[config.mk]
export PLATFORM = sky130hd
export DESIGN_NAME = vga_frame_writer
export DESIGN_NICKNAME = d
export VERILOG_FILES = /design/src/rtl/vga_frame_writer.sv
export SDC_FILE = /design/constraint.sdc
export NUM_CORES = 1
export LEC_CHECK = 0
export ABC_AREA = 0
export ABC_CLOCK_PERIOD_IN_PS = 3250
export BUFFER_PORTS_ARGS = -buffer_cell sky130_fd_sc_hd__buf_2
export CAP_MARGIN = 25
export CORE_MARGIN = 5
export CORE_UTILIZATION = 58
export DETAILED_ROUTE_END_ITERATION = 10
export GPL_TIMING_DRIVEN = 1
export HOLD_SLACK_MARGIN = 0.02
export PLACE_DENSITY = 0.84
export SYNTH_ARGS = -nofsm -noshare
export SYNTH_HDL_FRONTEND = slang
export SYNTH_SLANG_ARGS = --single-unit
[constraint.sdc]
create_clock -name clk_i_fw -period 3.25 [get_ports clk_i_fw]
set_input_delay 0.975 -clock clk_i_fw [delete_from_list [all_inputs] [get_ports clk_i_fw]]
set_output_delay 0.975 -clock clk_i_fw [all_outputs]
set_load 0.1 [all_outputs]
[src/rtl/vga_frame_writer.sv]
// Captures one vsync-delimited frame from a pixel stream into the frame-buffer RAM.
// Supports single-shot or continuous capture and flags frames of the wrong size.
module vga_frame_writer #(
    parameter int   DATA_WIDTH = 8,
    parameter int   RAM_DEPTH  = 640*480,
    parameter int   ADDR_WIDTH = $clog2(RAM_DEPTH),
    parameter logic VS_POL     = 1'b0
) (
    input  logic                  clk_i_fw,
    input  logic                  rstn_i_fw,
    input  logic                  en_i_fw,
    input  logic                  cont_i_fw,
    input  logic                  p_tick_i_fw,
    input  logic                  vsync_i_fw,
    input  logic                  de_i_fw,
    input  logic [DATA_WIDTH-1:0] pix_i_fw,
    output logic                  en_o_fw,
    output logic                  we_o_fw,
    output logic [ADDR_WIDTH-1:0] addr_o_fw,
    output logic [DATA_WIDTH-1:0] data_o_fw,
    output logic                  busy_o_fw,
    output logic                  frame_done_o_fw,
    output logic                  overrun_o_fw,
    output logic                  underrun_o_fw
);

    // The counter must be able to hold RAM_DEPTH itself to tell "full" from "overflowing".
    localparam int               CNT_W   = $clog2(RAM_DEPTH + 1);
    localparam logic [CNT_W-1:0] DEPTH_C = CNT_W'(RAM_DEPTH);

    typedef enum logic [1:0] {IDLE, WAIT_VS, CAPTURE} state_e;

    state_e                  state_q;
    logic [CNT_W-1:0]        cnt_q;
    logic [CNT_W-1:0]        cnt_d;
    logic                    vs_q;
    logic                    en_q;
    logic                    we_q;
    logic [ADDR_WIDTH-1:0]   addr_q;
    logic [DATA_WIDTH-1:0]   data_q;
    logic                    busy_q;
    logic                    done_q;
    logic                    ovr_q;
    logic                    und_q;
    logic                    vs_start;
    logic                    pix_acc;

    assign vs_start = (vsync_i_fw == VS_POL) && (vs_q != VS_POL);
    assign pix_acc  = p_tick_i_fw && de_i_fw && !vs_start;
    assign cnt_d    = cnt_q + CNT_W'(1);

    always_ff @(posedge clk_i_fw) begin
        if (!rstn_i_fw) begin
            state_q <= IDLE;
            cnt_q   <= '0;
            vs_q    <= ~VS_POL;
            en_q    <= 1'b0;
            we_q    <= 1'b0;
            addr_q  <= '0;
            data_q  <= '0;
            busy_q  <= 1'b0;
            done_q  <= 1'b0;
            ovr_q   <= 1'b0;
            und_q   <= 1'b0;
        end else begin
            // NOTE: non-blocking assignments throughout, so every branch below sees
            // the register values from before this edge regardless of statement order.
            vs_q   <= vsync_i_fw;
            we_q   <= 1'b0;
            done_q <= 1'b0;
            case (state_q)
                IDLE: begin
                    if (en_i_fw) begin
                        ovr_q   <= 1'b0;
                        und_q   <= 1'b0;
                        en_q    <= 1'b1;
                        busy_q  <= 1'b1;
                        state_q <= WAIT_VS;
                    end
                end
                WAIT_VS: begin
                    if (vs_start) begin
                        cnt_q   <= '0;
                        state_q <= CAPTURE;
                    end
                end
                CAPTURE: begin
                    if (vs_start) begin
                        done_q <= 1'b1;
                        cnt_q  <= '0;
                        if (cnt_q != DEPTH_C) und_q <= 1'b1;
                        if (!cont_i_fw) begin
                            en_q    <= 1'b0;
                            busy_q  <= 1'b0;
                            state_q <= IDLE;
                        end
                    end else if (pix_acc) begin
                        if (cnt_q < DEPTH_C) begin
                            we_q   <= 1'b1;
                            addr_q <= cnt_q[ADDR_WIDTH-1:0];
                            data_q <= pix_i_fw;
                            cnt_q  <= cnt_d;
                        end else begin
                            // Counter saturates: surplus pixels are dropped, never wrapped.
                            ovr_q <= 1'b1;
                        end
                    end
                end
                default: state_q <= IDLE;
            endcase
        end
    end

    assign en_o_fw         = en_q;
    assign we_o_fw         = we_q;
    assign addr_o_fw       = addr_q;
    assign data_o_fw       = data_q;
    assign busy_o_fw       = busy_q;
    assign frame_done_o_fw = done_q;
    assign overrun_o_fw    = ovr_q;
    assign underrun_o_fw   = und_q;

endmodule

Word level (Yosys, flattened, before mapping)
Index checks and enable logic that the tools add are counted.
{"block": "op_classes", "order_cmp": 1, "add_sub_neg": 1, "muxes": 24, "n_div": 0, "n_shift": 0, "eq_ne": 13, "n_reduce_logical": 15, "bitwise": 5, "mul": 0}
{"cell": "$mux W19", "count": 4}
{"cell": "$pmux W19 S2", "count": 1}
{"cell": "$reduce_and A4 Y1", "count": 5}
{"cell": "$add A19 B1 Y19 const B", "count": 1}
{"cell": "$lt A19 B19 Y1 const B", "count": 1}
{"cell": "$ne A19 B19 Y1 const B", "count": 1}
{"cell": "$ne A2 B2 Y1 const B", "count": 8}
{"cell": "$mux W1", "count": 11}
{"cell": "$mux W2", "count": 4}
{"cell": "$ne A3 B3 Y1 const B", "count": 2}
{"cell": "$pmux W1 S2", "count": 3}
{"cell": "$pmux W2 S3", "count": 1}
{"cell": "$not A1 Y1", "count": 5}
{"cell": "$reduce_and A5 Y1", "count": 1}
{"cell": "$reduce_bool A2 Y1", "count": 2}
{"cell": "$reduce_or A4 Y1", "count": 1}
{"cell": "$logic_and A1 B1 Y1", "count": 3}
{"cell": "$eq A2 B1 Y1 const B", "count": 1}
{"cell": "$eq A2 B2 Y1 const B", "count": 1}
{"cell": "$logic_not A2 Y1", "count": 1}
{"cell": "$reduce_and A2 Y1", "count": 1}
{"cell": "$logic_not A1 Y1", "count": 1}
{"block": "totals", "inputBits": 15, "mem_count": 0, "word_cells": 69, "out_inout_bits": 33, "ram_bits": 0, "latchBits": 0, "ff_bits": 54, "rom_bits": 0}

Logic depth before layout (Yosys ltp)
{"block": "logic_depth", "depth_word": 7, "ltp_mapped": 9}

Worst setup path before layout
Ideal clock, no wire load.
{"block": "synth_path", "kind": "register to output", "start": "register busy_o_fw (netlist name)", "end": "output port en_o_fw", "required_ns": 2.275, "arrival_time_ns": 1.368, "setup_slack_ns": 0.907, "path_stages_with_launch": 2, "cell_sequence": "dfxtp_1 -> buf_4"}
{"item": "end, declared", "line": "17", "text": "output logic en_o_fw,"}

Final worst setup path
{"block": "layout_path", "start": "input port p_tick_i_fw", "end": "register cnt_q[8]"}
{"block": "layout_between", "elab_chain_cells": 4}
{"item": "start, declared", "line": "13", "text": "input logic p_tick_i_fw,"}
{"item": "$logic_and A1 B1 Y1 (2 in series)", "line": "49", "text": "assign pix_acc = p_tick_i_fw && de_i_fw && !vs_start;"}
{"item": "$ne A3 B3 Y1 (no line)"}
{"item": "$reduce_and A4 Y1 (no line)"}
{"item": "end signal, assigned", "line": "102", "text": "cnt_q <= cnt_d;"}
{"item": "end, declared", "line": "34", "text": "logic [CNT_W-1:0] cnt_q;"}
No other way between the ends.
A chain may end at the register's enable or synchronous reset.

==> parameters.txt <==
Parameter                              Value

Routing
  Mean routed wirelength per cell ... 14.9 µm
  Drt drc ... 0
  Final antenna-violating net count ... 0
  Detailed-route via count ... 2062
  Iter 0 DRT Violations ... 190
  Post-Route WL ... 5.51 mm
  Per-cell via count in the routed design ... 5.57
  Detailed-router iteration count before antenna repair ... 4

CTS
  Worst-path clk slew ... 0.09 ns
  Hold buffer count at CTS ... 0
  Clock root buffer master ... sky130_fd_sc_hd__clkbuf_8
  Resized Gates After CTS ... 0
  Count of clock tree sinks ... 54
  Number of buffers created by CTS ... 5
  Post-CTS repair timing setup buffer count ... 0
  Clock latency at the later pin of the worst-skew pair ... 0.31 ns
  Buffer depth of the longest clock path ... 2
  Maximum level of the CTS H-tree ... 2
  CTS tree ... done

Timing
  Worst slew margin relative to its limit ... 61.2%
  Post-route fraction of the period consumed by the critical path ... 71.8%
  Minimum period implied by the final worst setup slack ... 2.33 ns
  Final-report max-slew violation count ... 0
  Hold slack ... 0.460 ns
  Count of endpoints failing hold in the final timing report ... 0
  Skew final ... 0.00617 ns
  Worst Slack Setup Final ... 0.917 ns
  Final TNS setup ... 0 ns
  RSZ-0062 raised after global routing ... false
  F_max ... 429 MHz
  Final setup violation count ... 0
  Measured slew at the worst slew-check pin ... 0.580 ns

Global route
  Global-route wire length before repair ... 9.20 mm
  Initial antenna violation count ... 0
  Grt ovf ... 0
  Maximum number of pins on one net before global-route repair ... 32
  Vias in the first global route ... 1921
  GRT Overall Usage ... 21.9%

Power
  Power density of the placed cells ... 475 nW/µm²
  VDD IR-drop max ... 0.000257 V
  Total power consumption of the routed design ... 0.00131 W
  Leakage power total ... 1.09 nW

Logic synthesis
  Most instantiated flip-flop cell in the synthesis netlist ... sky130_fd_sc_hd__dfxtp_1
  Number of distinct standard cells referenced by the synthesized netlist ... 37
  Most numerous cell types in the synthesized netlist ... sky130_fd_sc_hd__nand2_1 (63), sky130_fd_sc_hd__dfxtp_1 (54), sky130_fd_sc_hd__a21boi_0 (27), sky130_fd_sc_hd__nor2_1 (24), sky130_fd_sc_hd__xor2_1 (10)
  Biggest area contributors in the synthesized netlist ... sky130_fd_sc_hd__dfxtp_1 (46%), sky130_fd_sc_hd__nand2_1 (10%), sky130_fd_sc_hd__a21boi_0 (8.6%), sky130_fd_sc_hd__nor2_1 (3.8%), sky130_fd_sc_hd__xor2_1 (3.7%)
  Leading area contributor after synthesis ... sky130_fd_sc_hd__dfxtp_1
  Count of flip-flops with a built-in enable after synthesis ... 0
  Synth warn ... 0
  Fraction of the yosys area taken by sequential cells ... 45.8%
  Cell area after technology mapping ... 2360 µm²
  Count leader, synth ... sky130_fd_sc_hd__nand2_1
  Net Count, Synth ... 295
  Async SR Flop Fraction ... 0%
  Number of register bits inferred by synthesis ... 54
  Top-area cell type share of the netlist area ... 45.8%
  Number of instances in the synthesized netlist ... 278
  Mean cell area of the mapped netlist ... 8.49 µm²

Setup path
  Worst path slowest cell ... sky130_fd_sc_hd__a211oi_4
  Kind of cell adding the most delay to the critical path ... compound AO/OA/AOI/OAI gates
  Data required time at the worst endpoint ... 3.50 ns
  Worst stage delay on the critical path ... 0.57 ns
  Crit. End Element ... flop
  CP Cell Sequence ... buf_2, nand4b_1, a211oi_4, o211ai_2, or4_1, a21oi_1
  Startpoint type of the worst setup path ... primary input
  Total buffers and inverters traversed by the critical path ... 1
  Largest fanout on the critical path ... 14
  Critical Path AT ... 2.58 ns
  Worst setup path category ... primary input to flop

Layout
  Share of the core filled with cells in the final layout ... 69.3%
  Growth of design area from synthesis to finish ... 16.5%
  Fraction of layout instances using a drive strength above 1 ... 19.4%
  Area used by multi-input combinational logic ... 1180 µm²
  Antenna diode count ... 0
  Count of nets after finishing ... 336
  Count of filler cells inserted in the layout ... 339
  Register Area ... 1080 µm²

Die
  Floorplan core area ... 3970 µm²
  Ports ... 48
  Standard-cell rows ... 23
  Total die area ... 5450 µm²
  Die Span X ... 73.8 µm
  Initial cell density of the core ... 59.5%
  Die Y ... 73.8 µm

Hold path
  Class of the tightest hold or removal check ... flop to flop

Flow run
  # Max-Cap Violations ... 0

Placement
  HPWL after detailed placement ... 3.98 mm
  GPL Wtd Cong ... 0.900
  Count of input and output buffers ... 47
  Setup WS pre-CTS ... 0.617 ns

Outcome
  Outcome ... completed
## cell type report
class / count / area share (%)
multi-input combinational: 203 / 42.9
clock buffer: 6 / 3.00
sequential: 54 / 39.3
clock inverter: 2 / 2.18
inverter: 3 / 0.409
tap: 50 / 2.27
timing repair buffer: 52 / 9.91
## final timing paths
kind	startpoint	end	slack, ns	cells past startpoint
max reg2reg	cnt_q[14]$_SDFFE_PN0P_	cnt_q[8]$_SDFFE_PN0P_	1.08	5
min reg2reg	addr_o_fw[5]$_SDFFE_PN0P_	addr_o_fw[5]$_SDFFE_PN0P_	0.46	2
max	p_tick_i_fw	cnt_q[8]$_SDFFE_PN0P_	0.92	6
min	addr_o_fw[5]$_SDFFE_PN0P_	addr_o_fw[5]$_SDFFE_PN0P_	0.46	2
## logic make-up after synthesis
| family | share of synthesized area [%] |
|---|---|
| AND/OR/NAND/NOR | 25.0 |
| XOR/XNOR | 4.82 |
| AO/OA/AOI/OAI | 19.1 |
| buffers and inverters | 4.19 |
| adder cells (fa/ha/maj) | 1.06 |
| flip-flops | 45.8 |
## state kept, by name, summed over array words and instances (netlist names)
register	cells
addr_o_fw	19
cnt_q	19
data_o_fw	8
state_q	2
busy_o_fw	1
frame_done_o_fw	1
overrun_o_fw	1
underrun_o_fw	1
vs_q	1
we_o_fw	1
## layout by cell type, fill, tap and decap left out, drive strengths merged, types with 5 or more instances in the layout
master and n:
xor2 10, a21oi 5, dfxtp 54, a21boi 29, nor2b 5, nand2 63, nand4 5, nor2 24
clkbuf 6, buf 52, o2111ai 5, o211ai 9, o21ai 7
## routing by layer
metal / global-route usage [%] / share of wire, %
met4: 7.44 / 1.6
met2: 34.7 / 48
met3: 4.10 / 5.6
met5: 0 / 0
met1: 29.8 / 45
## stage by stage
step                cell area (µm²)  std cells
floorplan                      2360        278
global placement               2610        362
detailed placement             2610        362
CTS                            2750        370
global route                   2750        370
finish                         2750        370
## worst reg2reg max path, cell delays in order, from the launching register on
cell and delay, ns:
sky130_fd_sc_hd__dfxtp_1 0.39, sky130_fd_sc_hd__a211o_1 0.38, sky130_fd_sc_hd__a211oi_4 0.57, sky130_fd_sc_hd__o211ai_2 0.21, sky130_fd_sc_hd__or4_1 0.43, sky130_fd_sc_hd__a21oi_1 0.13
## report_power, final
| part | internal (W) | total [W] | switching [W] |
|---|---|---|---|
| clock | 0.000328 | 0.000545 | 0.000217 |
| sequential | 0.000667 | 0.000673 | 0.00000660 |
| combinational | 0.0000269 | 0.0000880 | 0.0000611 |
| total | 0.00102 | 0.00131 | 0.000285 |
(Power assumes the default switching activity.)
